## src/rtl/ms_timebase_if.sv

```systemverilog
// Control/strobe bundle of the run-controlled millisecond time base.
// The master side drives the raw controls; the slave side returns run status and strobes.
interface ms_timebase_if;
  logic start;
  logic stop;
  logic clr;
  logic running;
  logic t_ms;
  logic t_10ms;
  logic t_100ms;
  logic t_1s;
  logic clr_out;

  modport master (
    output start, stop, clr,
    input  running, t_ms, t_10ms, t_100ms, t_1s, clr_out
  );

  modport slave (
    input  start, stop, clr,
    output running, t_ms, t_10ms, t_100ms, t_1s, clr_out
  );
endinterface

```

## src/rtl/ms_timebase.sv

```systemverilog
// Run-controlled time base: synchronised START/STOP/CLR drive an IDLE/RUN/PAUSE FSM, and a
// prescaler plus decade cascade emit 1 ms / 10 ms / 100 ms / 1 s toggle-enable strobes.
module ms_timebase_sync (
  input  logic clk_i,
  input  logic rst_ni,
  input  logic warm_i,
  input  logic d_i,
  output logic edge_o
);
  logic [2:0] s_q;

  // Until warm, sync3 loads alongside sync2 so a level present at reset release gives no edge.
  always_ff @(posedge clk_i or negedge rst_ni) begin
    if (!rst_ni) begin
      s_q <= '0;
    end else begin
      s_q[0] <= d_i;
      s_q[1] <= s_q[0];
      s_q[2] <= warm_i ? s_q[1] : s_q[0];
    end
  end

  assign edge_o = s_q[1] & ~s_q[2];
endmodule

module ms_timebase #(
  parameter int unsigned CLK_HZ  = 100_000_000,
  parameter int unsigned TICK_HZ = 1000
) (
  input  logic           clk_i,
  input  logic           rst_ni,
  ms_timebase_if.slave   bus
);
  localparam int unsigned DIV = CLK_HZ / TICK_HZ;
  localparam int unsigned CW  = $clog2(DIV);
  localparam logic [CW-1:0] DIV_M1 = CW'(DIV - 1);

  typedef enum logic [1:0] {IDLE, RUN, PAUSE} state_e;

  state_e        state_q, state_d;
  logic [1:0]    warm_q;
  logic [2:0]    raw, edges;
  logic          start_e, stop_e, clr_e;
  logic [CW-1:0] cnt_q, cnt_d;
  logic [3:0]    d10_q, d10_d, d100_q, d100_d, d1000_q, d1000_d;
  logic [3:0]    strb_q, strb_d;
  logic          clr_out_q;
  logic          run_en, wrap;

  assign raw = {bus.clr, bus.stop, bus.start};

  ms_timebase_sync u_sync [2:0] (
    .clk_i  (clk_i),
    .rst_ni (rst_ni),
    .warm_i (warm_q[1]),
    .d_i    (raw),
    .edge_o (edges)
  );

  assign {clr_e, stop_e, start_e} = edges;

  always_comb begin
    state_d = state_q;
    if (clr_e) begin
      state_d = IDLE;
    end else begin
      case (state_q)
        IDLE:    if (start_e) state_d = RUN;
        RUN:     if (stop_e)  state_d = PAUSE;
        PAUSE:   if (start_e) state_d = RUN;
        default: state_d = IDLE;
      endcase
    end
  end

  // Counting stops on the same edge the FSM leaves RUN, so a wrap there never strobes.
  assign run_en = (state_q == RUN) && (state_d == RUN);
  assign wrap   = (cnt_q == DIV_M1);

  always_comb begin
    cnt_d   = cnt_q;
    d10_d   = d10_q;
    d100_d  = d100_q;
    d1000_d = d1000_q;
    strb_d  = '0;
    if (state_d == IDLE) begin
      cnt_d   = '0;
      d10_d   = '0;
      d100_d  = '0;
      d1000_d = '0;
    end else if (run_en) begin
      cnt_d = wrap ? '0 : cnt_q + CW'(1);
      if (wrap) begin
        strb_d[0] = 1'b1;
        strb_d[1] = (d10_q == 4'd9);
        strb_d[2] = strb_d[1] && (d100_q == 4'd9);
        strb_d[3] = strb_d[2] && (d1000_q == 4'd9);
        d10_d     = (d10_q == 4'd9) ? 4'd0 : d10_q + 4'd1;
        if (strb_d[1]) d100_d  = (d100_q == 4'd9) ? 4'd0 : d100_q + 4'd1;
        if (strb_d[2]) d1000_d = (d1000_q == 4'd9) ? 4'd0 : d1000_q + 4'd1;
      end
    end
  end

  always_ff @(posedge clk_i or negedge rst_ni) begin
    if (!rst_ni) begin
      state_q   <= IDLE;
      warm_q    <= '0;
      cnt_q     <= '0;
      d10_q     <= '0;
      d100_q    <= '0;
      d1000_q   <= '0;
      strb_q    <= '0;
      clr_out_q <= 1'b0;
    end else begin
      state_q   <= state_d;
      warm_q    <= {warm_q[0], 1'b1};
      cnt_q     <= cnt_d;
      d10_q     <= d10_d;
      d100_q    <= d100_d;
      d1000_q   <= d1000_d;
      strb_q    <= strb_d;
      clr_out_q <= clr_e;
    end
  end

  assign bus.running = (state_q == RUN);
  assign bus.t_ms    = strb_q[0];
  assign bus.t_10ms  = strb_q[1];
  assign bus.t_100ms = strb_q[2];
  assign bus.t_1s    = strb_q[3];
  assign bus.clr_out = clr_out_q;
endmodule

```

## src/flat_wrapper.sv

```systemverilog
// flat-port wrapper written by rule: the top's interface ports become plain ports
module ms_timebase_flat 
#(
  parameter int unsigned CLK_HZ  = 100_000_000,
  parameter int unsigned TICK_HZ = 1000
)
  (clk_i, rst_ni, bus_start, bus_stop, bus_clr, bus_running, bus_t_ms, bus_t_10ms, bus_t_100ms, bus_t_1s, bus_clr_out);
  ms_timebase_if bus_i ();
  input  logic clk_i;
  input  logic rst_ni;
  input wire logic [$bits(bus_i.start)-1:0] bus_start;
  input wire logic [$bits(bus_i.stop)-1:0] bus_stop;
  input wire logic [$bits(bus_i.clr)-1:0] bus_clr;
  output wire logic [$bits(bus_i.running)-1:0] bus_running;
  output wire logic [$bits(bus_i.t_ms)-1:0] bus_t_ms;
  output wire logic [$bits(bus_i.t_10ms)-1:0] bus_t_10ms;
  output wire logic [$bits(bus_i.t_100ms)-1:0] bus_t_100ms;
  output wire logic [$bits(bus_i.t_1s)-1:0] bus_t_1s;
  output wire logic [$bits(bus_i.clr_out)-1:0] bus_clr_out;
  assign bus_i.start = bus_start;
  assign bus_i.stop = bus_stop;
  assign bus_i.clr = bus_clr;
  assign bus_running = bus_i.running;
  assign bus_t_ms = bus_i.t_ms;
  assign bus_t_10ms = bus_i.t_10ms;
  assign bus_t_100ms = bus_i.t_100ms;
  assign bus_t_1s = bus_i.t_1s;
  assign bus_clr_out = bus_i.clr_out;
  ms_timebase #(.CLK_HZ(CLK_HZ), .TICK_HZ(TICK_HZ)) u_core (.clk_i(clk_i), .rst_ni(rst_ni), .bus(bus_i));
endmodule
```

## config.mk

```make
export PLATFORM = sky130hd
export DESIGN_NAME = ms_timebase_flat
export DESIGN_NICKNAME = d
export VERILOG_FILES = /design/src/rtl/ms_timebase_if.sv /design/src/rtl/ms_timebase.sv /design/src/flat_wrapper.sv
export SDC_FILE = /design/constraint.sdc
export NUM_CORES = 1
export LEC_CHECK = 0
export CORE_ASPECT_RATIO = 0.6
export CORE_MARGIN = 2
export CORE_UTILIZATION = 32
export CTS_CLUSTER_SIZE = 20
export DETAILED_ROUTE_END_ITERATION = 7
export SYNTH_ARGS = -nofsm -noshare
export SYNTH_HDL_FRONTEND = slang
export SYNTH_SLANG_ARGS = --single-unit
```

## constraint.sdc

```tcl
create_clock -name clk_i -period 7.28 [get_ports clk_i]
set_input_delay 1.82 -clock clk_i [delete_from_list [all_inputs] [get_ports clk_i]]
set_output_delay 1.82 -clock clk_i [all_outputs]
set_load 0.005 [all_outputs]
```

==> results by group, run 1 <==
Placement
  – Placed Cells: 314
  – PortBufs: 10
  – Final Wtd Congestion: between 0.7 and 0.8
  – Post-DP HPWL: 2.96 mm

Critical path
  – Worst r2r dst: u_core.d1000_q[2]
  – Crit Path Max Fanout: 7
  – Critical Path Start: u_core.state_q[0]
  – FF-to-FF path depth: 5
  – Critical Path AT: 1.52 ns
  – Worst R2R Start: u_core.cnt_q[8]
  – R2r setup slk: roughly 4.5 ns
  – CP Data Required Time: 5.46 ns
  – Startpoint types: flip-flop
  – Setup crit end: bus_running
  – CP endpoint kind: output pin
  – Crit Path Category: flip-flop to output pin

Synth
  – Register bit count reported by yosys: 47
  – Post-Syn Area: 0.00227 sq mm
  – YS warnings: 0
  – Register area share after synthesis: 51.8%
  – Syn nets: 234
  – Area contributors post-synth: dfrtp_1 52%, nor2_1 4.8%, ha_1 3.9%
  – Synth Instances: 222
  – Post-synth top cells: 47 x dfrtp_1, 29 x nor2_1, 19 x nand2_1
  – Synth unique cells: 47
  – EDFF count, synth: 0
  – Syn Area/Cell: 10.2 sq um
  – Top-count cell post-synth: dfrtp_1
  – Post-synth top area share: 51.8%
  – Synth area leader: dfrtp_1
  – Synth async-reset ratio: 100%
  – Most used DFF post-synth: dfrtp_1

STA
  – RSZ-0062 raised after global routing: no
  – Post-route setup TNS: 0 ns
  – Tmin final: 3.34 ns
  – Worst-Margin Slew: 1.15 ns
  – Final setup vio count: 0
  – Fin. Hold Viols: 0
  – Period Utilization, post-route: between 40% and 50%
  – Rel. slew slack: 23.4%
  – Clk_skew: 0.00456 ns
  – Count of final max-slew check failures: 0
  – Fmax: 299 MHz

Final layout
  – Synth-to-Final Area Change: 16.7%
  – Share of cells above drive strength 1: 7.66%
  – Nets: 246
  – Final core occ: about two fifths
  – FF/Latch Area: between 0.001 and 0.0015 sq mm
  – N_diodes: 0
  – Non-Filler Instances: 322
  – Filler cells: between 600 and 700
  – Area of the multi-input gates: 0.00104 sq mm

Floorplanning
  – Core area: 0.00676 sq mm
  – Std cell rows: 23
  – Die area: 0.00781 sq mm
  – Die Wd: 113 um
  – I/O Pins: 11
  – Initial Util: approximately a third
  – Die extent in y: 69.3 um

Global routing
  – GRT Overall Usage: a little under an eighth
  – Vias in the first global route: 1507
  – Pin count of the biggest net entering global routing: between 40 and 50
  – Global-route wire length before repair: 7.40 mm
  – Congestion Overflow GR: 0
  – Antenna violations before repair: 0

Routing
  – Routed WL: about 4.4 mm
  – DRC: 0
  – Vias post-DR: about 1700
  – DRT iter0 DRCs: 74
  – Pre-antenna DRT Iters: 5
  – Via/cell ratio: 5.16
  – WL/cell: 13.6 um
  – Antenna-violating nets left: 0

Pwr
  – Leakage: 1.09 nW
  – VDD IR-drop max: 0.109 mV
  – Pwr dens: 232 mW/mm^2
  – Overall power: 0.614 mW

Clock tree
  – # Post-CTS Setup Buffers: 0
  – Clock-pin slew on the worst setup and hold paths: 0.06 ns
  – Cts hold-fix bufs: 0
  – Post-CTS resize count: 0
  – Clock sink total: 47
  – H-tree levels: 2
  – Clock Latency Late Sink: 0.29 ns
  – TritonCTS Buffers: 5
  – Clk buf depth: 2
  – Root Buffer Master: clkbuf_16
  – CTS tree: built

Job
  – Max Cap Viol: 0

Min path
  – Hold WC Path Type: flip-flop to flip-flop

Run status
  – Status: completed
## cell usage in the layout, fill, tap and decap left out, types with 4 or more instances in the layout
| master | synthesis | final |
|---|---|---|
| a2111oi_0 | 6 | 6 |
| nand3_1 | 11 | 11 |
| nor2_1 | 29 | 29 |
| clkdlybuf4s50_1 | 0 | 9 |
| clkbuf_16 | 0 | 5 |
| nand2_1 | 19 | 19 |
| a21oi_1 | 7 | 7 |
| mux2i_1 | 4 | 4 |
| a211oi_1 | 5 | 4 |
| dfrtp_1 | 47 | 47 |
| xnor2_1 | 9 | 9 |
| ha_1 | 7 | 7 |
| o31ai_1 | 4 | 4 |
| inv_1 | 9 | 9 |
## layer usage
layer / part of all wire (%) / global-route usage, % / wire, um
met2: 39 / 16.0 / 1700
met5: 0 / 0 / 0
met3: 5.0 / 3.41 / 217
met4: 1.7 / 4.88 / 76
met1: 54 / 18.0 / 2370
## how the worst min path moves through the flow
stage	from	slack [ns]	end	cells past startpoint
2_1_floorplan	u_core.warm_q[0]	0.33	u_core.warm_q[1]	0
3_3_place_gp	u_core.warm_q[0]	0.33	u_core.warm_q[1]	0
3_5_place_dp	u_core.warm_q[0]	0.34	u_core.warm_q[1]	0
4_1_cts	u_core.warm_q[0]	0.36	u_core.warm_q[1]	0
5_1_grt	u_core.warm_q[0]	0.37	u_core.warm_q[1]	0
6_report	u_core.warm_q[0]	0.36	u_core.warm_q[1]	0
## flip-flops by register name, indices dropped and copies added, names as in the netlist
| signal | count |
|---|---|
| u_core.d10_q | 4 |
| u_core.warm_q | 2 |
| u_core.cnt_q | 17 |
| u_core.strb_q | 4 |
| u_core.bus.clr_out | 1 |
| u_core.d1000_q | 4 |
| u_core.state_q | 2 |
| u_core.d100_q | 4 |
| u_core.u_sync.s_q | 9 |
## through the flow
step                      setup WS [ns]  hold slack, ns  area [sq um]
after floorplan                    4.71           0.331          2270
after global placement             4.29           0.334          2460
after detailed placement           4.27           0.343          2460
after CTS                          3.94           0.357          2650
after global routing               3.87           0.369          2650
final                              3.94           0.355          2650
## final cells by class
class	count	area share, %
timing repair buffer	11	3.87
clock buffer	6	4.86
inverter	9	1.27
multi-input combinational	160	39.3
sequential	47	44.3
tap	87	4.10
clock inverter	2	2.26
## worst max-delay path, cell delays in order, from the launching register on
cell	delay, ns
dfrtp_1	0.42
nor2b_1	0.27
clkdlybuf4s50_1	0.54
## cell families after synthesis
kind of cell               count (synthesis)  synth area share (%)
other                                      1                 0.165
buffers and inverters                     15                  2.59
AOI/OAI and AO/OA                         39                  12.4
adders and majority gates                  7                  3.85
muxes                                      7                  3.25
xor gates and xnor gates                  12                  4.63
and+or+nand+nor                           94                  21.4
DFF                                       47                  51.8
## power by group
part / switching, mW / total [mW] / internal [mW]
clock: 0.0984 / 0.295 / 0.197
combinational: 0.0334 / 0.0480 / 0.0146
sequential: 0.00393 / 0.271 / 0.267
No activity file was read; power rests on OpenSTA's default activity.
==> run 2: changes to the inputs <==
Clock period 7.28 ns to 3.3 ns, I/O delays scaled along.
==> results by group, run 2 (synthesized netlist as in run 1, its figures left out) <==
Run status
  – Status: completed

Critical path
  – CP Data Required Time: around 3.5 ns
  – Crit Path Category: flip-flop to flip-flop
  – WP depth: 5
  – Crit path top cell by count: or4b_1
  – Setup crit end: u_core.d1000_q[2]
  – Critical Path Start: u_core.cnt_q[12]
  – CP endpoint kind: flip-flop
  – Crit path buffers/inverters: 0
  – FF-to-FF path depth: 5
  – R2r setup slk: ~0.52 ns
  – CP delay by family, top: simple AND/OR/NAND/NOR gates
  – Slowest cell delay on critical path: between 0.7 and 0.8 ns
  – CP Cell Sequence: or3_1, or4_1, or4b_1, or4b_1, nand3_1
  – Startpoint types: flip-flop
  – Worst r2r dst: u_core.d1000_q[2]
  – Worst R2R Start: u_core.cnt_q[12]
  – Critical Path AT: 3.00 ns
  – Crit Path Max Fanout: 10
  – Critical-path top delay cell: or4b_1

Routing
  – WL/cell: approximately 13 um
  – Vias post-DR: 1655
  – DRC: 0
  – Via/cell ratio: 5.05
  – Routed WL: 4.40 mm
  – Pre-antenna DRT Iters: 4
  – Antenna-violating nets left: 0
  – DRT iter0 DRCs: slightly below 100

Global routing
  – Antenna violations before repair: 0
  – GRT Overall Usage: a little under an eighth
  – Congestion Overflow GR: 0
  – Pin count of the biggest net entering global routing: 21
  – Global-route wire length before repair: about 7.6 mm
  – Vias in the first global route: 1520

Final layout
  – N_diodes: 0
  – Largest Register: u_core.cnt_q
  – Non-Filler Instances: 328
  – Filler cells: 634
  – Share of cells above drive strength 1: 10.4%
  – FF/Latch Area: approximately 0.0012 sq mm
  – Area of the multi-input gates: between 0.001 and 0.0015 sq mm
  – Synth-to-Final Area Change: 17.0%
  – Max reg flops: 17
  – Commonest cells after routing, fill and taps aside: 47 x dfrtp_1, 29 x nor2_1, 19 x nand2_1
  – Commonest non-fill, non-tap cell in the layout: dfrtp_1
  – Largest registers: u_core.cnt_q x17, u_core.u_sync.s_q x9
  – Nets: roughly 250

Floorplanning
  – Initial Util: 33.6%
  – Core area: 0.00676 sq mm
  – Die Wd: between 100 and 150 um
  – I/O Pins: 11
  – Die area: 0.00781 sq mm
  – Die extent in y: between 60 and 70 um
  – Std cell rows: 23

Pwr
  – Pwr dens: 458 mW/mm^2
  – Overall power: between 1 and 1.5 mW
  – Leakage: approximately 1.1 nW
  – VDD IR-drop max: 0.205 mV

Clock tree
  – TritonCTS Buffers: 5
  – # Post-CTS Setup Buffers: 0
  – Clock Latency Late Sink: roughly 0.28 ns
  – H-tree levels: 2
  – Clock-pin slew on the worst setup and hold paths: about 0.07 ns
  – Clock sink total: 47
  – Clk buf depth: 2
  – Post-CTS resize count: 0
  – Cts hold-fix bufs: 0
  – Root Buffer Master: clkbuf_16
  – CTS tree: built

STA
  – Worst-Margin Slew: ~0.56 ns
  – Tmin final: roughly 2.8 ns
  – Period Utilization, post-route: 84.3%
  – Fmax: between 300 and 400 MHz
  – Final setup vio count: 0
  – Post-route setup TNS: 0 ns
  – RSZ-0062 raised after global routing: no
  – Final hold slack: 0.349 ns
  – Clk_skew: 0.00485 ns
  – Rel. slew slack: roughly 62%
  – Fin. Hold Viols: 0
  – Count of final max-slew check failures: 0
  – Final worst slack: 0.518 ns

Min path
  – Hold WC Path Type: flip-flop to flip-flop

Placement
  – Final Wtd Congestion: 0.755
  – Pre-CTS setup slack: roughly 0.54 ns
  – PortBufs: 10
  – Post-DP HPWL: 3.07 mm
  – Placed Cells: 320

Job
  – Max Cap Viol: 0
## run 2: changes by cell type in the layout (fill, tap and decap cells not counted), sizes merged
cell	before	now
buf	2	8
bufinv	2	0
clkbuf	6	5
clkinvlp	0	2
inv	9	10
## run 2: worst min-delay path by stage
stage | startpoint | end | slack (ns) | cells after the start
final | u_core.warm_q[0] | u_core.warm_q[1] | 0.35 | 0
after global routing | u_core.warm_q[0] | u_core.warm_q[1] | 0.35 | 0
after CTS | u_core.warm_q[0] | u_core.warm_q[1] | 0.35 | 0
after detailed placement | u_core.warm_q[0] | u_core.warm_q[1] | 0.34 | 0
after global placement | u_core.warm_q[0] | u_core.warm_q[1] | 0.33 | 0
after floorplan | u_core.warm_q[0] | u_core.warm_q[1] | 0.33 | 0
## run 2: per-stage QoR
step / util [%] / instance area (sq um)
floorplan: - / 2270
global placement: 37.1 / 2510
detailed placement: 37.1 / 2510
CTS: 39.3 / 2660
global route: 39.3 / 2660
finish: 39.3 / 2660
## run 2: area by class of cell
| cell class | instances | area share (%) |
|---|---|---|
| multi-input combinational | 160 | 39.2 |
| tap | 87 | 4.10 |
| clock buffer | 5 | 4.71 |
| clock inverter | 3 | 0.895 |
| timing repair buffer | 17 | 5.56 |
| inverter | 9 | 1.27 |
| sequential | 47 | 44.3 |
## run 2: worst register-to-register path, stage by stage (launching register included)
cell,delay [ns]
dfrtp_1,0.42
or3_1,0.37
or4_1,0.56
or4b_1,0.74
or4b_1,0.55
nand3_1,0.09
## run 2: routing by layer
layer	vias up	routed length (um)	GRT usage (%)
met5	-	0	0
met4	0	24	3.39
met3	4	156	2.97
met2	28	1830	16.2
met1	800	2400	18.3
li1	823	-	-
## run 2: where the power goes
part / switching (mW) / total, mW / internal, mW
Sequential: 0.00893 / 0.598 / 0.589
Clock: 0.222 / 0.506 / 0.283
Combinational: 0.0781 / 0.115 / 0.0368
Total: 0.309 / 1.22 / 0.909
